$ cat src/rtl/alu_pkg.sv
// Shared opcode constants and FSM encoding
// for the sequential ALU and its control unit.
package alu_pkg;

  localparam logic [3:0] OP_AND   = 4'b0000;
  localparam logic [3:0] OP_OR    = 4'b0001;
  localparam logic [3:0] OP_ADD   = 4'b0010;
  localparam logic [3:0] OP_SUB   = 4'b0110;
  localparam logic [3:0] OP_SLT   = 4'b0111;
  localparam logic [3:0] OP_MULTU = 4'b1000;
  localparam logic [3:0] OP_DIVU  = 4'b1001;
  localparam logic [3:0] OP_SLTU  = 4'b1011;
  localparam logic [3:0] OP_NOR   = 4'b1100;

  typedef enum logic [1:0] {
    S_IDLE = 2'd0,
    S_RUN  = 2'd1,
    S_DONE = 2'd2
  } state_e;

  function automatic logic is_iter(
    input logic [3:0] op
  );
    return (op == OP_MULTU) ||
           (op == OP_DIVU);
  endfunction

endpackage

$ cat src/rtl/alu_muldiv_iter.sv
// Bit-serial unsigned multiply (shift-add)
// and restoring divide, one bit per cycle.
module alu_muldiv_iter
  import alu_pkg::*;
#(
  parameter int WIDTH = 32
) (
  input  logic             clk,
  input  logic             rst_n,
  input  logic             start_i,
  input  logic             div_i,
  input  logic [WIDTH-1:0] a_i,
  input  logic [WIDTH-1:0] b_i,
  output logic             done_o,
  output logic [WIDTH-1:0] lo_o,
  output logic [WIDTH-1:0] hi_o
);

  localparam int CW = $clog2(WIDTH) + 1;

  logic             run_q;
  logic             div_q;
  logic [CW-1:0]    cnt_q;
  logic [WIDTH-1:0] lo_q, lo_d;
  logic [WIDTH-1:0] hi_q, hi_d;
  logic [WIDTH-1:0] b_q;
  logic [WIDTH:0]   msum;
  logic [WIDTH:0]   dsh;
  logic [WIDTH:0]   ddif;

  // one iteration step: lo holds multiplier/quotient, hi the partial
  always_comb begin
    msum = {1'b0, hi_q}
         + (lo_q[0] ? {1'b0, b_q} : '0);
    dsh  = {hi_q, lo_q[WIDTH-1]};
    ddif = dsh - {1'b0, b_q};
    hi_d = msum[WIDTH:1];
    lo_d = {msum[0], lo_q[WIDTH-1:1]};
    if (div_q) begin
      if (dsh >= {1'b0, b_q}) begin
        hi_d = ddif[WIDTH-1:0];
        lo_d = {lo_q[WIDTH-2:0], 1'b1};
      end else begin
        hi_d = dsh[WIDTH-1:0];
        lo_d = {lo_q[WIDTH-2:0], 1'b0};
      end
    end
  end

  // iteration state and counter
  always_ff @(posedge clk or negedge rst_n) begin
    if (!rst_n) begin
      run_q <= 1'b0;
      div_q <= 1'b0;
      cnt_q <= '0;
      lo_q  <= '0;
      hi_q  <= '0;
      b_q   <= '0;
    end else if (start_i) begin
      run_q <= 1'b1;
      div_q <= div_i;
      cnt_q <= '0;
      lo_q  <= a_i;
      hi_q  <= '0;
      b_q   <= b_i;
    end else if (run_q) begin
      lo_q  <= lo_d;
      hi_q  <= hi_d;
      cnt_q <= cnt_q + 1'b1;
      if (done_o) run_q <= 1'b0;
    end
  end

  // done flags the edge that performs the final step
  assign done_o = run_q &&
    (cnt_q == CW'(WIDTH - 1));
  assign lo_o = lo_d;
  assign hi_o = hi_d;

endmodule

$ cat src/rtl/alu_seq.sv
// Sequential ALU: single-cycle ops inline,
// MULTU/DIVU through the iterative unit.
module alu_seq
  import alu_pkg::*;
#(
  parameter int WIDTH = 32
) (
  input  logic             clk,
  input  logic             rst_n,
  input  logic             start,
  input  logic [3:0]       alu_ctrl,
  input  logic [WIDTH-1:0] A,
  input  logic [WIDTH-1:0] B,
  output logic [WIDTH-1:0] result,
  output logic [WIDTH-1:0] hi,
  output logic             zero,
  output logic             overflow,
  output logic             busy,
  output logic             done
);

  state_e           state_q, state_d;
  logic [WIDTH-1:0] result_q, hi_q;
  logic             zero_q, ovf_q;
  logic [WIDTH-1:0] sc_res, sc_hi;
  logic             sc_ovf;
  logic [WIDTH-1:0] sum, dif;
  logic             go_iter;
  logic             accept;
  logic             md_start;
  logic             md_done;
  logic [WIDTH-1:0] md_lo, md_hi;

  assign accept  = (state_q == S_IDLE) && start;
  assign go_iter = is_iter(alu_ctrl) &&
    !((alu_ctrl == OP_DIVU) && (B == '0));

  // single-cycle results, incl. divide-by-zero
  always_comb begin
    sum    = A + B;
    dif    = A - B;
    sc_res = '0;
    sc_hi  = '0;
    sc_ovf = 1'b0;
    unique case (alu_ctrl)
      OP_ADD: begin
        sc_res = sum;
        sc_ovf = (A[WIDTH-1] == B[WIDTH-1]) &&
                 (sum[WIDTH-1] != A[WIDTH-1]);
      end
      OP_SUB: begin
        sc_res = dif;
        sc_ovf = (A[WIDTH-1] != B[WIDTH-1]) &&
                 (dif[WIDTH-1] != A[WIDTH-1]);
      end
      OP_AND:  sc_res = A & B;
      OP_OR:   sc_res = A | B;
      OP_NOR:  sc_res = ~(A | B);
      OP_SLT:  sc_res = WIDTH'($signed(A) < $signed(B));
      OP_SLTU: sc_res = WIDTH'(A < B);
      OP_DIVU: begin
        sc_res = '1;
        sc_hi  = A;
      end
      default: sc_res = '0;
    endcase
  end

  alu_muldiv_iter #(
    .WIDTH (WIDTH)
  ) u_iter (
    .clk     (clk),
    .rst_n   (rst_n),
    .start_i (md_start),
    .div_i   (alu_ctrl == OP_DIVU),
    .a_i     (A),
    .b_i     (B),
    .done_o  (md_done),
    .lo_o    (md_lo),
    .hi_o    (md_hi)
  );

  // state register
  always_ff @(posedge clk or negedge rst_n) begin
    if (!rst_n) state_q <= S_IDLE;
    else        state_q <= state_d;
  end

  // next-state logic
  always_comb begin
    state_d = state_q;
    unique case (state_q)
      S_IDLE:
        if (start)
          state_d = go_iter ? S_RUN : S_DONE;
      S_RUN:
        if (md_done) state_d = S_DONE;
      S_DONE:  state_d = S_IDLE;
      default: state_d = S_IDLE;
    endcase
  end

  // FSM outputs
  always_comb begin
    busy     = (state_q != S_IDLE);
    done     = (state_q == S_DONE);
    md_start = accept && go_iter;
  end

  // result registers update only on completion
  always_ff @(posedge clk or negedge rst_n) begin
    if (!rst_n) begin
      result_q <= '0;
      hi_q     <= '0;
      zero_q   <= 1'b1;
      ovf_q    <= 1'b0;
    end else if (accept && !go_iter) begin
      result_q <= sc_res;
      hi_q     <= sc_hi;
      zero_q   <= (sc_res == '0);
      ovf_q    <= sc_ovf;
    end else if ((state_q == S_RUN) && md_done) begin
      result_q <= md_lo;
      hi_q     <= md_hi;
      zero_q   <= (md_lo == '0);
      ovf_q    <= 1'b0;
    end
  end

  assign result   = result_q;
  assign hi       = hi_q;
  assign zero     = zero_q;
  assign overflow = ovf_q;

endmodule

$ cat config.mk
export PLATFORM = sky130hd
export DESIGN_NAME = alu_seq
export DESIGN_NICKNAME = d
export VERILOG_FILES = /design/src/rtl/alu_pkg.sv /design/src/rtl/alu_muldiv_iter.sv /design/src/rtl/alu_seq.sv
export SDC_FILE = /design/constraint.sdc
export NUM_CORES = 1
export LEC_CHECK = 0
export CORE_MARGIN = 3
export CORE_UTILIZATION = 50
export CTS_CLUSTER_SIZE = 40
export DETAILED_ROUTE_END_ITERATION = 10
export GPL_TIMING_DRIVEN = 0
export PLACE_DENSITY = 0.73
export SYNTH_ARGS = -nofsm -noshare
export SYNTH_HDL_FRONTEND = slang
export SYNTH_SLANG_ARGS = --single-unit
export TNS_END_PERCENT = 50
$ cat constraint.sdc
create_clock -name clk -period 4 [get_ports clk]
set_clock_uncertainty 0.15 [all_clocks]
set_input_delay 0.8 -clock clk [delete_from_list [all_inputs] [get_ports clk]]
set_output_delay 0.8 -clock clk [all_outputs]
set_load 0.03 [all_outputs]
==> reports/qor.yml, run 1 <==
status: "finished with violations"
failed_checks: "negative setup slack"
drt-total-wl_mm: 78.58
via_per_inst: 6.704
p_seq_share_pct: 21.6
nNetsFinal: 2824
synth-edff-count: 0
internal_power_uw: 6685
clk_pin_slew_ns: 0.06
wl_per_cell_um: 25.86
cp.arrival_ns: 4.68
regArea_um2: 4308
top_layer_used: "met5"
utilization_pct: 61.69
clk_root_buffer_cell: "clkbuf_16"
io_pins: 139
port_buffers: 135
async_flop_share_pct: 100.0
initial_core_util_pct: 51.28
dr.pass1.iters: 8
cp_slowest_cell: "or4_4"
drtIter0Drc: 2451
crit_path_start_kind: "input port"
gp_congestion: 1.030
max_slew.worst_pin.slew_ns: 1.067
synthTopCellsByArea: "dfrtp_1 (24%), ha_1 (12%), a21oi_1 (6.9%)"
cts_sinks: 172
core_area_um2: 34970
wl_met3_mm: 8.148
hold_viol_final: 0
synth_cell_type_count: 88
r2r-end: "hi[31]"
power.share.clock_pct: 12.8
fp.dieArea_um2: 38180
syn-cell-area_um2: 17930
die_y_um: 195.4
wl_met2_mm: 35.12
htreeDepth: 4
netSwitchingFraction_pct: 49.85
grt_pass1_vias: 19440
fin_cells: 3039
slowest_delay_ns: 0.53
r2r_cells: 16
critPathMaxFanout: 10
row_count: 68
yosysTopAreaCellShare_pct: 23.86
cts_tree: "built"
grt_max_degree: 108
cap_violations: 0
setup_viol_count_final: 5
fmax_ghz: 0.2231
min_path_type: "input port to async pin"
crit_chain: "buf_4 > inv_1 > ha_1 > buf_2 > or4_4 > o21bai_1 > nor3b_4 > o211ai_2 > a21oi_2 > o41ai_4 > nand4_1 > or4_4 > nor4b_4 > and4b_1 > nand4_1 > o41ai_2"
multi_input_area_um2: 13310
crit_required_ns: 4.20
die_w_um: 195.4
ys.warnings.count: 0
dp.cells: 2973
relSlewSlack_pct: 28.89
synth_cells: 2382
grt_first_pass_wirelength_mm: 116.6
grt_usage_pct: 39.40
seq_area_frac_synth_pct: 24.01
rsz0062_at_grt: "true"
grt_overflow: 0
synth_top_area_cell: "dfrtp_1"
ir_worst_vdd_v: 0.0004986
fin_crit_sh_pct: 112.1
power_switching_uw: 6646
drive_gt1_share_pct: 12.19
fin_crit_ns: 4.483
met1_length_mm: 30.42
detail-route-antenna-nets: 0
vias: 20370
hpwlAfterDp_mm: 60.85
antenna_found_initial: 1
r2r_slack_ns: 0.08
drv_slew: 0
ctsLongestPathBuffers: 2
drt_drc_violations_left: 0
diodes: 0
combPwrFrac_pct: 65.6
dp_slack_ns: -1.798
synth-main-ff-cell: "dfrtp_1"
holdWs_ns: 0.1425
syn_avg_cell_area_um2: 7.529
crit_type: "input port to register"
numCtsBuffers: 17
power.density_nw_per_um2: 618.0
fillers: 3189
synth_nets: 2635
fin_ws_ns: -0.4827
endpoint_kind: "register"
yosys_register_bits: 172
rr_startpoint: "u_iter.lo_q[0]"
p_leak_uw: 0.009418
insertion_delay_ns: 0.45
areaGrowthSynthToFinish_pct: 20.28
Yosys cell counts (29+ instances only):
library cell  count
nand3_1          75
a211oi_1         32
nand2_1         220
a31oi_1          29
clkbuf_1        125
dfrtp_1         171
o211ai_1         36
a21o_1           59
and2_1           50
nor3_1           50
o21ai_0         181
mux2i_1          56
inv_1           150
a21oi_1         248
ha_1            178
nor2_1          201
nor2b_1          58
nand4_1          38
o22ai_1          30
xnor2_1          44
through the flow:
stage | total power [µW] | setup TNS, ns | instance area, µm²
2_1_floorplan | 8280 | 0 | 17980
3_3_place_gp | 10510 | -1025.11 | 19900
3_5_place_dp | 10660 | -126.39 | 19940
4_1_cts | 12690 | -0.9631 | 21120
5_1_grt | 14080 | -1.206 | 21570
6_report | 13330 | -0.7650 | 21570
power groups by stage:
| stage | logic (µW) | clock network (µW) | registers (µW) |
|---|---|---|---|
| floorplan | 5370 | 0 | 2910 |
| global placement | 7650 | 0 | 2870 |
| detailed placement | 7790 | 0 | 2870 |
| CTS | 8150 | 1700 | 2840 |
| global route | 9420 | 1760 | 2910 |
| finish | 8750 | 1700 | 2880 |
logic make-up after synthesis:
kind of cell               count (synthesis)  synth area share, %
and+or+nand+nor                          804                21.78
AOI/OAI and AO/OA                        798                28.31
buffers and inverters                    301                6.440
adders and majority gates                182                12.87
DFF                                      172                24.01
muxes                                     63                3.565
xor gates and xnor gates                  62                3.028
worst max path at each step:
| stage | from | to | slack (ns) | cells past startpoint |
|---|---|---|---|---|
| final | B[7] | zero | -0.48 | 16 |
| after global placement | rst_n | result[3] | -5.27 | 1 |
| after global routing | B[7] | zero | -0.53 | 16 |
| after floorplan | A[8] | zero | 0.008 | 14 |
| after CTS | alu_ctrl[0] | zero | -0.37 | 13 |
| after detailed placement | B[6] | zero | -1.80 | 16 |
sequential cells by signal, summed over array words and instances, names as in the netlist:
signal and count:
hi 32, result 32, u_iter.b_q 32, u_iter.hi_q 32
u_iter.lo_q 32, u_iter.cnt_q 6, state_q 2, overflow 1
u_iter.div_q 1, u_iter.run_q 1, zero 1
final cells by class:
class / count / share of cell area [%]
Buffer: 142 / 3.010
Clock buffer: 23 / 2.169
Clock inverter: 9 / 0.5162
Inverter: 152 / 2.703
Multi-Input combinational cell: 1909 / 61.69
Sequential cell: 172 / 19.97
Tap cell: 455 / 2.639
Timing Repair Buffer: 177 / 7.303
worst max-delay path: cells and delay by family:
family,cells,cell delay (ns)
compound gates,5,1.25
fa+ha+maj,1,0.26
buf+inv,3,0.43
simple gates,7,1.92
layout by cell type, fill, tap and decap left out, types with 36 or more instances in the layout:
| cell type | instances |
|---|---|
| nand4_1 | 38 |
| nor2_1 | 198 |
| dfrtp_1 | 169 |
| a21o_1 | 57 |
| buf_4 | 50 |
| inv_1 | 145 |
| clkdlybuf4s50_1 | 83 |
| xnor2_1 | 44 |
| nand2_1 | 217 |
| o21ai_0 | 166 |
| o211ai_1 | 36 |
| clkbuf_1 | 88 |
| mux2i_1 | 56 |
| clkbuf_2 | 37 |
| a21oi_1 | 230 |
| nand3_1 | 75 |
| and2_1 | 49 |
| ha_1 | 166 |
| nor3_1 | 43 |
| nor2b_1 | 57 |
what timing repair did:
item | CTS | global route
setup endpoints to repair | 149 | 113
buffers inserted | 21 | 20
pin swaps | 33 | 38
gates cloned | 0 | 0
resized for setup | 277 | 172
hold buffers | 0 | 0
per-layer routing:
metal | up-vias | global-route usage, %
li1 | 8977 | -
met1 | 9765 | 51.20
met2 | 1317 | 63.22
met3 | 311 | 6.781
met4 | 2 | 20.02
met5 | - | 0
(Power assumes the default switching activity.)
==> run 2: changes to the inputs <==
--- a/config.mk
+++ b/config.mk
@@ -7,6 +7,7 @@
 export LEC_CHECK = 0
 export CORE_MARGIN = 3
 export CORE_UTILIZATION = 50
+export CTS_CLUSTER_DIAMETER = 150
 export CTS_CLUSTER_SIZE = 40
 export DETAILED_ROUTE_END_ITERATION = 10
 export GPL_TIMING_DRIVEN = 0
==> results of run 2 <==
Same layout as run 1: the final DEF is identical, and so are final timing and power.
